`src/rtl/decode_stage.sv`:
```
// decode_stage: single-entry RV32I (optional RV32M) decode pipeline stage.
//
// Takes one instruction beat per accept, decodes it into a 15-bit control
// bus plus M-extension / illegal flags, and presents the registered result
// downstream under a valid/ready handshake. A saturating counter tracks
// how many illegal instructions have been accepted.
//
// Ports:
//   clk, rst_n          clock, asynchronous active-low reset
//   in_valid/in_ready   upstream handshake
//   in_instr, in_pc     instruction word and its address
//   flush               synchronous kill of the stage (discards in-flight beat)
//   out_valid/out_ready downstream handshake
//   out_pc, out_rd, out_rs1, out_rs2   registered address and register fields
//   out_ctrl            {reg_write, imm_src[2:0], alu_src, alu_op, alu_add,
//                        store_op, load_op, result_src, pc_to_rd[1:0],
//                        pc_src[1:0], branch}
//   out_mul, out_illegal  registered M-extension / illegal flags
//   ill_clr, ill_count  clear and value of the saturating illegal counter
module decode_stage #(
    parameter int XLEN  = 32,
    parameter int EN_M  = 0,
    parameter int CNT_W = 8
) (
    input  logic             clk,
    input  logic             rst_n,
    input  logic             in_valid,
    output logic             in_ready,
    input  logic [31:0]      in_instr,
    input  logic [XLEN-1:0]  in_pc,
    input  logic             flush,
    output logic             out_valid,
    input  logic             out_ready,
    output logic [XLEN-1:0]  out_pc,
    output logic [4:0]       out_rd,
    output logic [4:0]       out_rs1,
    output logic [4:0]       out_rs2,
    output logic [14:0]      out_ctrl,
    output logic             out_mul,
    output logic             out_illegal,
    input  logic             ill_clr,
    output logic [CNT_W-1:0] ill_count
);

    localparam logic [14:0] CTRL_R      = 15'b100000000000000;
    localparam logic [14:0] CTRL_I_SH   = 15'b110110000000000;
    localparam logic [14:0] CTRL_I_ALU  = 15'b100011000000000;
    localparam logic [14:0] CTRL_STORE  = 15'b000110110000000;
    localparam logic [14:0] CTRL_LOAD   = 15'b100010101100000;
    localparam logic [14:0] CTRL_BRANCH = 15'b001000000000011;
    localparam logic [14:0] CTRL_JALR   = 15'b100010100001100;
    localparam logic [14:0] CTRL_JAL    = 15'b110000000001010;
    localparam logic [14:0] CTRL_LUI    = 15'b101100000010000;
    localparam logic [14:0] CTRL_AUIPC  = 15'b101100000011000;
    localparam logic [14:0] CTRL_NONE   = 15'b000000000000000;

    localparam logic [CNT_W-1:0] CNT_MAX = {CNT_W{1'b1}};

    // Decode one instruction word into {illegal, mul, ctrl[14:0]}.
    function automatic logic [16:0] decode_f(input logic [31:0] instr);
        logic [14:0] ctrl;
        logic        mul;
        logic        ill;
        logic [2:0]  funct3;
        logic [6:0]  funct7;
        ctrl   = CTRL_NONE;
        mul    = 1'b0;
        ill    = 1'b0;
        funct3 = instr[14:12];
        funct7 = instr[31:25];
        case (instr[6:0])
            7'b0110011: begin
                if ((funct7 == 7'b0000000) || (funct7 == 7'b0100000)) begin
                    ctrl = CTRL_R;
                end else if ((EN_M == 1) && (funct7 == 7'b0000001)) begin
                    ctrl = CTRL_R;
                    mul  = 1'b1;
                end else begin
                    ill  = 1'b1;
                end
            end
            7'b0010011: begin
                // Shifts carry a shamt immediate, other ALU-imm ops a plain I-imm.
                if ((funct3 == 3'b001) || (funct3 == 3'b101)) begin
                    ctrl = CTRL_I_SH;
                end else begin
                    ctrl = CTRL_I_ALU;
                end
            end
            7'b0100011: ctrl = CTRL_STORE;
            7'b0000011: ctrl = CTRL_LOAD;
            7'b1100011: ctrl = CTRL_BRANCH;
            7'b1100111: ctrl = CTRL_JALR;
            7'b1101111: ctrl = CTRL_JAL;
            7'b0110111: ctrl = CTRL_LUI;
            7'b0010111: ctrl = CTRL_AUIPC;
            7'b0001111: ctrl = CTRL_NONE;
            7'b1110011: ctrl = CTRL_NONE;
            default:    ill  = 1'b1;
        endcase
        // Compressed / non-32-bit encodings are never decoded.
        if (instr[1:0] != 2'b11) begin
            ctrl = CTRL_NONE;
            mul  = 1'b0;
            ill  = 1'b1;
        end else begin
            ill  = ill;
        end
        return {ill, mul, ctrl};
    endfunction

    logic             out_valid_r;
    logic [XLEN-1:0]  out_pc_r;
    logic [4:0]       out_rd_r;
    logic [4:0]       out_rs1_r;
    logic [4:0]       out_rs2_r;
    logic [14:0]      out_ctrl_r;
    logic             out_mul_r;
    logic             out_illegal_r;
    logic [CNT_W-1:0] ill_count_r;

    logic             in_ready_s;
    logic             accept_s;
    logic [16:0]      dec_s;
    logic             ill_inc_s;

    // Handshake and decode of the current input word.
    always_comb begin
        in_ready_s = (!out_valid_r) || out_ready || flush;
        accept_s   = in_valid && in_ready_s;
        dec_s      = decode_f(in_instr);
        ill_inc_s  = accept_s && (!flush) && dec_s[16] && (ill_count_r != CNT_MAX);
    end

    // Output register: flush wins, then accept, then drain on out_ready.
    always_ff @(posedge clk or negedge rst_n) begin
        if (!rst_n) begin
            out_valid_r   <= 1'b0;
            out_pc_r      <= {XLEN{1'b0}};
            out_rd_r      <= 5'd0;
            out_rs1_r     <= 5'd0;
            out_rs2_r     <= 5'd0;
            out_ctrl_r    <= 15'd0;
            out_mul_r     <= 1'b0;
            out_illegal_r <= 1'b0;
        end else if (flush) begin
            out_valid_r   <= 1'b0;
        end else if (accept_s) begin
            out_valid_r   <= 1'b1;
            out_pc_r      <= in_pc;
            out_rd_r      <= in_instr[11:7];
            out_rs1_r     <= in_instr[19:15];
            out_rs2_r     <= in_instr[24:20];
            out_ctrl_r    <= dec_s[14:0];
            out_mul_r     <= dec_s[15];
            out_illegal_r <= dec_s[16];
        end else if (out_ready) begin
            out_valid_r   <= 1'b0;
        end else begin
            out_valid_r   <= out_valid_r;
        end
    end

    // Saturating illegal-instruction counter; clear beats increment.
    always_ff @(posedge clk or negedge rst_n) begin
        if (!rst_n) begin
            ill_count_r <= {CNT_W{1'b0}};
        end else if (ill_clr) begin
            ill_count_r <= {CNT_W{1'b0}};
        end else if (ill_inc_s) begin
            ill_count_r <= ill_count_r + {{(CNT_W-1){1'b0}}, 1'b1};
        end else begin
            ill_count_r <= ill_count_r;
        end
    end

    assign in_ready    = in_ready_s;
    assign out_valid   = out_valid_r;
    assign out_pc      = out_pc_r;
    assign out_rd      = out_rd_r;
    assign out_rs1     = out_rs1_r;
    assign out_rs2     = out_rs2_r;
    assign out_ctrl    = out_ctrl_r;
    assign out_mul     = out_mul_r;
    assign out_illegal = out_illegal_r;
    assign ill_count   = ill_count_r;

endmodule

```
`config.mk`:
```
export PLATFORM = sky130hd
export DESIGN_NAME = decode_stage
export DESIGN_NICKNAME = d
export VERILOG_FILES = /design/src/rtl/decode_stage.sv
export SDC_FILE = /design/constraint.sdc
export NUM_CORES = 1
export LEC_CHECK = 0
export BUFFER_PORTS_ARGS = -buffer_cell sky130_fd_sc_hd__buf_2
export CAP_MARGIN = 5
export CELL_PAD_IN_SITES_DETAIL_PLACEMENT = 0
export CELL_PAD_IN_SITES_GLOBAL_PLACEMENT = 1
export CORE_MARGIN = 1
export CORE_UTILIZATION = 36
export DETAILED_ROUTE_END_ITERATION = 6
export GPL_TIMING_DRIVEN = 0
export PLACE_DENSITY = 0.88
export SETUP_SLACK_MARGIN = 0.15
export SLEW_MARGIN = 20
export SYNTH_ARGS = -nofsm -noshare
export SYNTH_HDL_FRONTEND = slang
export SYNTH_SLANG_ARGS = --single-unit
```
`constraint.sdc`:
```
create_clock -name clk -period 3.7 [get_ports clk]
set_input_delay 0.74 -clock clk [delete_from_list [all_inputs] [get_ports clk]]
set_output_delay 0.74 -clock clk [all_outputs]
set_load 0.01 [all_outputs]
```
==> results.sh <==
export IMPL_power_leakage_nw=2.334
export IMPL_seqPwrFrac_pct=44.4
export IMPL_drtIter0Drc=61
export IMPL_period_share_pct=60.58
export IMPL_pre_cts_ws_ns=1.084
export IMPL_core_mm2=0.008258
export IMPL_finalHoldViolCount=0
export IMPL_syn_nets=418
export IMPL_antenna_found_initial=0
export IMPL_vdd_drop_max_v=0.0002422
export IMPL_antenna_cells=0
export IMPL_pwr_share_clk_pct=39.8
export IMPL_hold_path_class="input port to async pin"
export IMPL_track_usage_pct=17.87
export IMPL_dieHeight_um=94.75
export IMPL_p_switching_mw=0.5182
export IMPL_ctsLongestPathBuffers=2
export IMPL_wl_met1_mm=3.550
export IMPL_crit_arrival_ns=2.50
export IMPL_wl_met2_mm=3.603
export IMPL_root_buffer="clkbuf_8"
export IMPL_ys_warn_count=0
export IMPL_yosys_area_top_type="dfrtp_1"
export IMPL_ys_seq_area_share_pct=57.37
export IMPL_ys_top_cells_by_area="dfrtp_1, nand2_1, o21ai_0"
export IMPL_fillCellCount=831
export IMPL_syn_area_mm2=0.003097
export IMPL_cts_resized=0
export IMPL_synth_top_cell_area_share_pct=57.37
export IMPL_synth_async_reset_ratio_pct=100.0
export IMPL_firstDrtPassIters=4
export IMPL_fin_crit_ns=2.241
export IMPL_ios=144
export IMPL_slew_headroom_pct=49.54
export IMPL_drtAntennaViolNets=0
export IMPL_num_vias=2868
export IMPL_dp_hpwl_mm=5.842
export IMPL_cts_tree="built"
export IMPL_syn_inst=347
export IMPL_synthFlopType="dfrtp_1"
export IMPL_grt_max_degree=51
export IMPL_rr_startpoint="out_valid"
export IMPL_finalMaxSlewViolations=0
export IMPL_holdBufCountCts=0
export IMPL_die_x_um=94.75
export IMPL_cp_end_kind="flip-flop"
export IMPL_final_setup_worst_slack_ns=1.459
export IMPL_wl_per_cell_um=12.86
export IMPL_drc=0
export IMPL_cts_clk_slew_worst_paths_ns=0.08
export IMPL_p_int_mw=1.505
export IMPL_cp_start_kind="input port"
export IMPL_initial_core_util_pct=37.50
export IMPL_p_per_area_mw_per_mm2=481.2
export IMPL_io_buffers=137
export IMPL_cpPeakStageDelay_ns=0.51
export IMPL_tightest_slew_ns=0.7511
export IMPL_rsz0062_at_grt="false"
export IMPL_grt_pass1_vias=2627
export IMPL_clock_sinks=71
export IMPL_finClkSkew_ns=0.006305
export IMPL_maxCapViolCount=0
export IMPL_die_area_mm2=0.008977
export IMPL_via_per_inst=4.733
export IMPL_top_layer="met4"
export IMPL_synth_cell_type_count=44
export IMPL_avgSynthCellArea_um2=8.924
export IMPL_ys_ff_latch=71
export IMPL_fmax_ghz=0.4462
export IMPL_path_class="input port to flip-flop"
export IMPL_comb_power_share_pct=15.8
export IMPL_place_gp_congestion=0.8192
export IMPL_slowest_stage="or4_1"
export IMPL_crit_top_cell="nand2b_1"
export IMPL_setup_violations=0
export IMPL_ff2ff_path_depth=7
export IMPL_nets=567
export IMPL_grt_overflow_total=0
export IMPL_syn2layout_area_growth_pct=35.76
export IMPL_wl_met3_um=564
export IMPL_outcome="complete, no violations"
export IMPL_switching_share_pct=25.61
export IMPL_rr_endpoint="out_pc[20]"
export IMPL_path_max_fanout=7
export IMPL_num_rows=33
export IMPL_cts_max_level=3
export IMPL_crit_chain="buf_2 > nand2b_1 > nand2b_1 > clkbuf_1 > nor3b_2 > nand3_2 > or4_1 > a21oi_1"
export IMPL_rrSetupSlack_ns=1.66
export IMPL_wl_mm=7.791
export IMPL_drive_above_1_share_pct=33.53
export IMPL_cts_made_buffers=9
export IMPL_worstSkewPairLatency_ns=0.33
export IMPL_grt_pass1_wl_mm=12.39
export IMPL_synth_edff_count=0
export IMPL_fin_tns_setup_ns=0
export IMPL_worstPathRequired_ns=3.96
export IMPL_post_cts_buffers=0
[cell families (layout without fill, tap and decap cells)]
logic type,Yosys count,count (layout),synth area share (%)
DFF,71,71,57.37
muxes,1,1,0.3232
other,1,1,0.1211
adders and majority gates,1,1,0.4040
xor gates and xnor gates,3,3,0.8486
and+or+nand+nor,209,209,29.05
buffers and inverters,24,178,3.677
AOI/OAI and AO/OA,37,37,8.202
[power by group through the flow]
stage | clock (mW) | combinational, mW | sequential (mW)
global route | 0.853 | 0.363 | 0.910
floorplan | 0 | 0.111 | 0.954
finish | 0.805 | 0.319 | 0.898
detailed placement | 0 | 0.325 | 0.913
CTS | 0.822 | 0.325 | 0.899
global placement | 0 | 0.313 | 0.910
[synthesized netlist by cell type (all sizes together), types with 2 or more instances]
cell type,n
nand2,163
dfrtp,71
clkbuf,13
o21ai,13
a21oi,9
buf,8
nand3,8
nor2,7
nand4,5
a22o,4
nand2b,4
nor3,4
inv,3
nor2b,3
o31ai,3
or3,3
and3,2
and3b,2
or2,2
xnor2,2
[state kept, by name (all words and copies together), names as in the netlist]
register	flops
ill_count	8
out_ctrl	14
out_illegal	1
out_pc	32
out_rd	5
out_rs1	5
out_rs2	5
out_valid	1
[critical path, delay by kind of cell]
| family | cells | cell delay (ns) |
|---|---|---|
| and+or+nand+nor | 5 | 1.28 |
| buffers and inverters | 2 | 0.34 |
| AOI/OAI and AO/OA | 1 | 0.15 |
[how the worst max path moves through the flow]
| stage | from | endpoint | cells past startpoint |
|---|---|---|---|
| after global placement | out_ready | out_pc[30] | 8 |
| after CTS | flush | out_pc[30] | 8 |
| after global routing | flush | out_pc[29] | 8 |
| after floorplan | in_instr[6] | ill_count[5] | 8 |
| after detailed placement | flush | out_pc[30] | 8 |
| final | flush | ill_count[5] | 8 |
[layer usage]
metal,up-vias,global-route usage [%]
met2,104,29.02
met3,9,4.509
met4,0,6.313
met5,-,0
li1,1423,-
met1,1332,23.08
[cell type report]
type,count,area (um^2),share of cell area (%)
Buffer,21,102.6,2.440
Clock buffer,10,127.6,3.036
Clock inverter,6,132.6,3.155
Inverter,3,11.26,0.2679
Multi-Input combinational cell,252,1206,28.69
Sequential cell,71,1777,42.26
Tap cell,105,131.4,3.125
Timing Repair Buffer,138,715.7,17.02
[placed cells by master (no fill, tap or decap), types with 5 or more instances in the layout]
| cell type | Yosys | layout |
|---|---|---|
| buf_4 | 4 | 5 |
| nand3_1 | 7 | 7 |
| o21ai_0 | 13 | 13 |
| nor2_1 | 6 | 6 |
| dfrtp_1 | 71 | 71 |
| clkbuf_1 | 13 | 14 |
| a21oi_1 | 9 | 9 |
| buf_2 | 1 | 137 |
| clkbuf_8 | 0 | 9 |
| nand4_1 | 5 | 5 |
| nand2_1 | 163 | 163 |
[metrics by stage]
step                power [mW]  cell area (um^2)  util [%]  cells  hold WS, ns
floorplan                1.065              3097         -    347       0.4444
global placement         1.223              3914     47.39    589       0.4476
detailed placement       1.238              3944     47.76    590       0.4589
CTS                      2.046              4204     50.91    606       0.2783
global route             2.126              4204     50.91    606       0.2871
finish                   2.023              4204     50.91    606       0.2875
Power figures use the tool's default switching activity.
